File: config.mk
export PLATFORM = sky130hd
export DESIGN_NAME = approx_add_pipe
export DESIGN_NICKNAME = d
export VERILOG_FILES = /design/src/rtl/approx_pkg.sv /design/src/rtl/approx_add_slice.sv /design/src/rtl/approx_add_pipe.sv
export SDC_FILE = /design/constraint.sdc
export NUM_CORES = 1
export LEC_CHECK = 0
export ABC_AREA = 1
export CAP_MARGIN = 20
export CELL_PAD_IN_SITES_DETAIL_PLACEMENT = 2
export CELL_PAD_IN_SITES_GLOBAL_PLACEMENT = 2
export CORE_MARGIN = 1.5
export CORE_UTILIZATION = 24
export DETAILED_ROUTE_END_ITERATION = 8
export GPL_TIMING_DRIVEN = 0
export PLACE_DENSITY_LB_ADDON = 0.08
export SLEW_MARGIN = 20
export SYNTH_ARGS = -nofsm -noshare
export SYNTH_HDL_FRONTEND = slang
export SYNTH_SLANG_ARGS = --single-unit
File: constraint.sdc
create_clock -name clk -period 3.3 [get_ports clk]
set_input_delay 0.66 -clock clk [delete_from_list [all_inputs] [get_ports clk]]
set_output_delay 0.66 -clock clk [all_outputs]
set_load 0.005 [all_outputs]
File: src/rtl/approx_pkg.sv
// Shared helpers for the pipelined LOA adder: slice geometry, legality check,
// register-layout offsets and the error-counter type.
package approx_pkg;

   localparam int ERR_W = 16;

   typedef logic [ERR_W-1:0] err_cnt_t;

   function automatic int slice_w(input int width, input int approx_bits, input int stages);
      return (width - approx_bits) / stages;
   endfunction

   function automatic bit params_ok(input int width, input int approx_bits, input int stages);
      return (width >= 4) && (approx_bits >= 0) && (approx_bits < width) &&
             ((stages == 1) || (stages == 2) || (stages == 4)) &&
             (((width - approx_bits) % stages) == 0);
   endfunction

   // Operand slices still waiting for their carry are packed per stage,
   // stage s keeping (stages-1-s) slices; this returns where stage s starts.
   function automatic int rem_off(input int s, input int sw, input int stages);
      int off;
      off = 0;
      for (int j = 0; j < s; j++) off += (stages - 1 - j) * sw;
      return off;
   endfunction

   // Completed result bits grow by one slice per stage (LOA bits included).
   function automatic int sum_off(input int s, input int k, input int sw);
      int off;
      off = 0;
      for (int j = 0; j < s; j++) off += k + (j + 1) * sw;
      return off;
   endfunction

endpackage

File: src/rtl/approx_add_slice.sv
// Combinational W-bit ripple adder of full-adder cells with carry in/out.
module approx_add_slice #(
   parameter int W = 6
) (
   input  logic [W-1:0] a,
   input  logic [W-1:0] b,
   input  logic         ci,
   output logic [W-1:0] s,
   output logic         co
);

   always_comb begin
      logic carry;
      s     = '0;
      carry = ci;
      for (int i = 0; i < W; i++) begin
         s[i]  = a[i] ^ b[i] ^ carry;
         carry = (a[i] & b[i]) | (carry & (a[i] ^ b[i]));
      end
      co = carry;
   end

endmodule

File: src/rtl/approx_add_pipe.sv
// Pipelined lower-part-OR approximate adder with valid/ready handshake.
// Define APPROX_ADD_ERR_MON_EN to add the exact shadow pipe and err_cnt port.
module approx_add_pipe
   import approx_pkg::*;
#(
   parameter int WIDTH       = 16,
   parameter int APPROX_BITS = 4,
   parameter int STAGES      = 2
) (
   input  logic             clk,
   input  logic             rst_n,
   input  logic             in_valid,
   output logic             in_ready,
   input  logic [WIDTH-1:0] a,
   input  logic [WIDTH-1:0] b,
   output logic             out_valid,
   input  logic             out_ready,
   output logic [WIDTH:0]   sum
`ifdef APPROX_ADD_ERR_MON_EN
   ,
   output err_cnt_t         err_cnt
`endif
);

   localparam int K      = APPROX_BITS;
   localparam int S      = slice_w(WIDTH, APPROX_BITS, STAGES);
   localparam int REMW   = S * STAGES * (STAGES - 1) / 2;
   localparam int REMW_D = (REMW > 0) ? REMW : 1;
   localparam int SUMW   = STAGES * K + S * STAGES * (STAGES + 1) / 2;

   if (!params_ok(WIDTH, APPROX_BITS, STAGES)) begin : g_bad_params
      $error("approx_add_pipe: illegal WIDTH/APPROX_BITS/STAGES combination");
   end

   logic              adv;
   logic              c0;
   logic [STAGES-1:0] v_q, v_d;
   logic [STAGES-1:0] c_q, c_d;
   logic [SUMW-1:0]   sum_q, sum_d;
   logic [REMW_D-1:0] ra_q, ra_d, rb_q, rb_d;
   logic [S-1:0]      sl_a [STAGES];
   logic [S-1:0]      sl_b [STAGES];
   logic [S-1:0]      sl_s [STAGES];
   logic              sl_ci [STAGES];
   logic              sl_co [STAGES];

   // The whole pipe advances together, so backpressure can never split a transaction.
   assign adv       = !out_valid || out_ready;
   assign in_ready  = adv;
   assign out_valid = v_q[STAGES-1];
   assign sum       = {c_q[STAGES-1], sum_q[SUMW-1 -: WIDTH]};

   if (K > 0) begin : g_loa
      assign sum_d[K-1:0] = a[K-1:0] | b[K-1:0];
      assign c0           = a[K-1] & b[K-1];
   end else begin : g_exact
      assign c0 = 1'b0;
   end

   if (REMW == 0) begin : g_no_rem
      assign ra_d = '0;
      assign rb_d = '0;
   end

   for (genvar s = 0; s < STAGES; s++) begin : g_stage
      localparam int SO = sum_off(s, K, S);
      localparam int DW = K + (s + 1) * S;
      localparam int RW = (STAGES - 1 - s) * S;
      localparam int RO = rem_off(s, S, STAGES);

      approx_add_slice #(.W(S)) u_slice (
         .a  (sl_a[s]),
         .b  (sl_b[s]),
         .ci (sl_ci[s]),
         .s  (sl_s[s]),
         .co (sl_co[s])
      );

      assign c_d[s]               = sl_co[s];
      assign sum_d[SO+DW-1 -: S]  = sl_s[s];

      if (s == 0) begin : g_first
         assign sl_a[s]  = a[K +: S];
         assign sl_b[s]  = b[K +: S];
         assign sl_ci[s] = c0;
         assign v_d[s]   = in_valid;
         if (RW > 0) begin : g_rem
            assign ra_d[RO +: RW] = a[WIDTH-1 -: RW];
            assign rb_d[RO +: RW] = b[WIDTH-1 -: RW];
         end
      end else begin : g_next
         localparam int PSO = sum_off(s - 1, K, S);
         localparam int PDW = K + s * S;
         localparam int PRO = rem_off(s - 1, S, STAGES);

         // Lowest waiting slice meets the carry registered by the previous stage.
         assign sl_a[s]          = ra_q[PRO +: S];
         assign sl_b[s]          = rb_q[PRO +: S];
         assign sl_ci[s]         = c_q[s-1];
         assign v_d[s]           = v_q[s-1];
         assign sum_d[SO +: PDW] = sum_q[PSO +: PDW];
         if (RW > 0) begin : g_rem
            assign ra_d[RO +: RW] = ra_q[PRO+S +: RW];
            assign rb_d[RO +: RW] = rb_q[PRO+S +: RW];
         end
      end
   end

   always_ff @(posedge clk) begin
      if (!rst_n) begin
         v_q   <= '0;
         c_q   <= '0;
         sum_q <= '0;
         ra_q  <= '0;
         rb_q  <= '0;
      end else if (adv) begin
         v_q   <= v_d;
         c_q   <= c_d;
         sum_q <= sum_d;
         ra_q  <= ra_d;
         rb_q  <= rb_d;
      end
   end

`ifdef APPROX_ADD_ERR_MON_EN
   logic [WIDTH:0] ex_q [STAGES];

   always_ff @(posedge clk) begin
      if (!rst_n) begin
         for (int i = 0; i < STAGES; i++) ex_q[i] <= '0;
         err_cnt <= '0;
      end else begin
         if (adv) begin
            ex_q[0] <= {1'b0, a} + {1'b0, b};
            for (int i = 1; i < STAGES; i++) ex_q[i] <= ex_q[i-1];
         end
         if (out_valid && out_ready && (ex_q[STAGES-1] != sum) && (err_cnt != '1))
            err_cnt <= err_cnt + 1'b1;
      end
   end
`endif

endmodule

# After elaboration in Yosys (flattened, before gate mapping)
# Cells that the tools add are included.
# word_totals
ff_bits	42
input_bits	36
# op_classes
n_bitwise	62
reduce_logical	2
# ops
operator	count
$and 1x1->1	25
$xor 1x1->1	24
$or 1x1->1	12
$or 4x4->4	1
$logic_not 1->1	1
$logic_or 1x1->1	1

# Depth between registers and ports, before layout
# depth
ltp_word	13
depth_mapped	14

# Hierarchy
# A second synthesis with hierarchy kept.
# hier_totals
cells_unflattened	317
area_unflattened_um2	2179.6
# by_module_without_submodules
module	seq_area_each_um2	instances	cells_each	area_per_inst_um2
approx_add_pipe	840.8	1	285	1864.3
approx_add_slice	0.0	2	16	157.7

# Worst setup path after synthesis
# Ideal clock, no wire load.
# synth_timing
kind	input -> register
startpoint	input port a[3]
endpoint	register sum_q[9]
path_slack_ns	0.170
setup_time_ns	0.064
cell_stages	14
t_arrival_ns	3.066
cell_sequence	nand2_1 inv_1 fa_1 inv_1 fa_1 inv_1 fa_1 fa_1 fa_1 inv_1 fa_1 inv_1 nor2_1 nor2_1
# synth_between
elab_chain_len	12
# synth_rtl
element	line	text
from (decl)	approx_add_pipe.sv:14	input logic [WIDTH-1:0] a,
$and 1x1->1	approx_add_pipe.sv:55	assign c0 = a[K-1] & b[K-1];
$and 1x1->1	approx_add_slice.sv:18	carry = (a[i] & b[i]) | (carry & (a[i] ^ b[i]));
$or 1x1->1	approx_add_slice.sv:18	
$and 1x1->1	approx_add_slice.sv:18	
$or 1x1->1	approx_add_slice.sv:18	
$and 1x1->1	approx_add_slice.sv:18	
$or 1x1->1	approx_add_slice.sv:18	
$and 1x1->1	approx_add_slice.sv:18	
$or 1x1->1	approx_add_slice.sv:18	
$and 1x1->1	approx_add_slice.sv:18	
$or 1x1->1	approx_add_slice.sv:18	
$xor 1x1->1	approx_add_slice.sv:17	s[i] = a[i] ^ b[i] ^ carry;
to (signal assigned)	approx_add_pipe.sv:119	sum_q <= sum_d;
to (decl)	approx_add_pipe.sv:39	logic [SUMW-1:0] sum_q, sum_d;
# Every way passes these cells.
# A chain may end at the register's enable or synchronous reset.

# Final worst setup path
# layout_timing
startpoint	input port b[3]
endpoint	register sum_q[9]
# layout_between
elab_chain_len	12
# layout_rtl
element	line	text
from (decl)	approx_add_pipe.sv:15	input logic [WIDTH-1:0] b,
$and 1x1->1	approx_add_pipe.sv:55	
$and 1x1->1	approx_add_slice.sv:18	
$or 1x1->1	approx_add_slice.sv:18	
$and 1x1->1	approx_add_slice.sv:18	
$or 1x1->1	approx_add_slice.sv:18	
$and 1x1->1	approx_add_slice.sv:18	
$or 1x1->1	approx_add_slice.sv:18	
$and 1x1->1	approx_add_slice.sv:18	
$or 1x1->1	approx_add_slice.sv:18	
$and 1x1->1	approx_add_slice.sv:18	
$or 1x1->1	approx_add_slice.sv:18	
$xor 1x1->1	approx_add_slice.sv:17	
# Every way passes these cells.

==> impl_metrics.env <==
export IMPL_critical_path_required_ns=3.53
export IMPL_clk_path_buf_depth=2
export IMPL_final_layout_size_suffix_gt1_frac=0.0831
export IMPL_core_area_mm2=0.00872
export IMPL_post_route_min_period_ns=3.11
export IMPL_io_pins=55
export IMPL_antenna_diode_count=0
export IMPL_cts_hold_buf=0
export IMPL_post_cts_setup_buffers=0
export IMPL_worst_clock_skew_ns=0.0106
export IMPL_count_of_final_max_slew_check_failures=0
export IMPL_first_global_vias=2139
export IMPL_finalHoldViolCount=0
export IMPL_place_port_buffers=53
export IMPL_max_cap_violations=0
export IMPL_initial_core_util=0.247
export IMPL_numCtsBuffers=5
export IMPL_final_antenna_net_count=0
export IMPL_path_class="input pin to flip-flop"
export IMPL_seq_area_frac_synth=0.390
export IMPL_die_height_um=97.8
export IMPL_synthesis_nets=360
export IMPL_place_congestion=0.692
export IMPL_dieWidth_um=97.8
export IMPL_fmax_mhz=322
export IMPL_grtUsageTotal=0.132
export IMPL_report_power_total_uw=1380
export IMPL_drc=0
export IMPL_startpoint_type="input pin"
export IMPL_post_synth_cell_area_avg_um2=6.91
export IMPL_fp_dieArea_mm2=0.00957
export IMPL_drt_pass1_iterations=4
export IMPL_root_buffer="clkbuf_8"
export IMPL_syn_cell_area_mm2=0.00216
export IMPL_ys_seq_elements=42
export IMPL_final_area_mm2=0.00298
export IMPL_cp_max_fo=2
export IMPL_cts_htree_levels=2
export IMPL_placedInstanceArea_mm2=0.00282
export IMPL_route_vias_total=1980
export IMPL_non_filler_instance_count_after_layout=481
export IMPL_tns_ns=0
export IMPL_worst_endpoint_arrival_ns=3.34
export IMPL_pwr_density_cell_mw_per_mm2=462
export IMPL_antenna_found_initial=0
export IMPL_dp_cells=473
export IMPL_finalNetCount=420
export IMPL_timing_hold_worst_start="v_q[0]$_SDFFE_PN0P_"
export IMPL_synth_cell_type_count=14
export IMPL_worstSetupEndpointType="flip-flop"
export IMPL_post_route_period_util=0.941
export IMPL_syn_to_final_growth_pct=38.0
export IMPL_cts_sink_count=42
export IMPL_grt_overflow=0
export IMPL_grt_setup_unrepaired="no"
export IMPL_run_status="complete, no violations"
export IMPL_grt_first_pass_wirelength_um=10100
export IMPL_post_dp_hpwl_um=4300
export IMPL_total_of_fill_cells_in_the_finished_design=1034
export IMPL_rows=34
export IMPL_r2r_start="c_q[0]$_SDFFE_PN0P_"
export IMPL_clk_pin_slew_ns=0.09
export IMPL_detail_route_wl_per_cell_um=11.9
export IMPL_fin_util=0.341
export IMPL_cts_tree="built"
export IMPL_routed_wirelength_um=5720
export IMPL_drt_initial_drc_count=32
export IMPL_yosys_warnings=0
export IMPL_worstSkewPairLatency_ns=0.30
export IMPL_worst_pin_slew_ns=0.469
export IMPL_ir_worst_vdd_mv=0.151
export IMPL_timing_max_slew_rel_slack=0.688
export IMPL_setup_violations_final=0
export IMPL_cellLeakagePower_uw=0.00139
export IMPL_drt_vias_per_instance=4.12
export IMPL_worst_setup_path_startpoint="b[3]"
export IMPL_post_synth_inst_count=312
export IMPL_min_path_type="flip-flop to flip-flop"
export IMPL_grt_start_max_net_pins=14
flip-flops by register name (all words and copies together) (netlist names):
name	cells
ra_q	6
v_q	2
rb_q	6
sum_q	26
c_q	2
critical path, stage by stage:
cell           delay [ns]
dlygate4sd2_1        0.25
nand2_1              0.07
inv_1                0.05
fa_2                 0.35
inv_2                0.07
fa_2                 0.18
inv_1                0.05
fa_2                 0.34
fa_2                 0.35
fa_2                 0.33
inv_1                0.07
fa_1                 0.40
inv_1                0.07
nor2_1               0.04
nor2_1               0.07
cell type report:
type                            count  area [um2]  share of cell area
Clock buffer                        6        82.6              0.0277
Sequential cell                    42         841               0.282
Inverter                           68         255              0.0858
Timing Repair Buffer               53         529               0.178
Multi-Input combinational cell    184         961               0.323
Buffer                             18         113              0.0378
Clock inverter                      2        60.1              0.0202
Tap cell                          108         135              0.0454
Yosys cell counts, drive strengths merged:
| cell | n | area, um2 |
|---|---|---|
| nand3 | 41 | 205 |
| nor2 | 83 | 319 |
| dfxtp | 42 | 841 |
| clkbuf | 5 | 20.0 |
| inv | 68 | 255 |
| buf | 13 | 92.6 |
| fa | 12 | 240 |
| nand2 | 47 | 176 |
| a21boi | 1 | 7.51 |
layer usage:
metal	up-vias	routed length, um	global-route usage
met3	5	203	0.0272
met4	0	52	0.0363
li1	1016	-	-
met5	-	0	0
met1	925	2720	0.175
met2	34	2740	0.219
stage by stage:
step                setup slack [ns]  hold slack [ns]
detailed placement            -0.508            0.465
floorplan                      0.170            0.443
CTS                           0.0547            0.480
global route                 0.00825            0.515
global placement              -0.488            0.465
finish                         0.193            0.475
final timing paths:
kind                            cells past startpoint  slack, ns                      to
worst max-delay path                               15       0.19   sum_q[9]$_SDFFE_PN0P_
worst min-delay path                                2       0.48     v_q[1]$_SDFFE_PN0P_
worst max register to register                     12       0.33  sum_q[25]$_SDFFE_PN0P_
worst min register to register                      2       0.48     v_q[1]$_SDFFE_PN0P_
layout by cell type (no fill, tap or decap), drive strengths merged:
master,instances
a21boi,1
buf,13
bufinv,2
clkbuf,11
clkdlybuf4s50,49
dfxtp,42
dlygate4sd2,3
dlymetal6s2s,1
fa,12
inv,68
nand2,47
nand3,41
nor2,83
timing repair:
| item | 4_1_cts | 5_1_grt |
|---|---|---|
| pin swaps | 4 | 4 |
| resized for setup | 9 | 1 |
| endpoints found under the setup margin | 2 | 1 |
cell families (layout without fill, tap and decap cells):
kind of cell	Yosys count	in the layout	synth area share
and+or+nand+nor	171	171	0.325
AOI/OAI and AO/OA	1	1	0.00348
DFF	42	42	0.390
adders and majority gates	12	12	0.111
buffers and inverters	86	147	0.171
report_power, final:
group | switching [uW] | internal, uW
combinational | 135 | 148
clock | 188 | 323
sequential | 26.5 | 555
No activity file was read; power rests on OpenSTA's default activity.
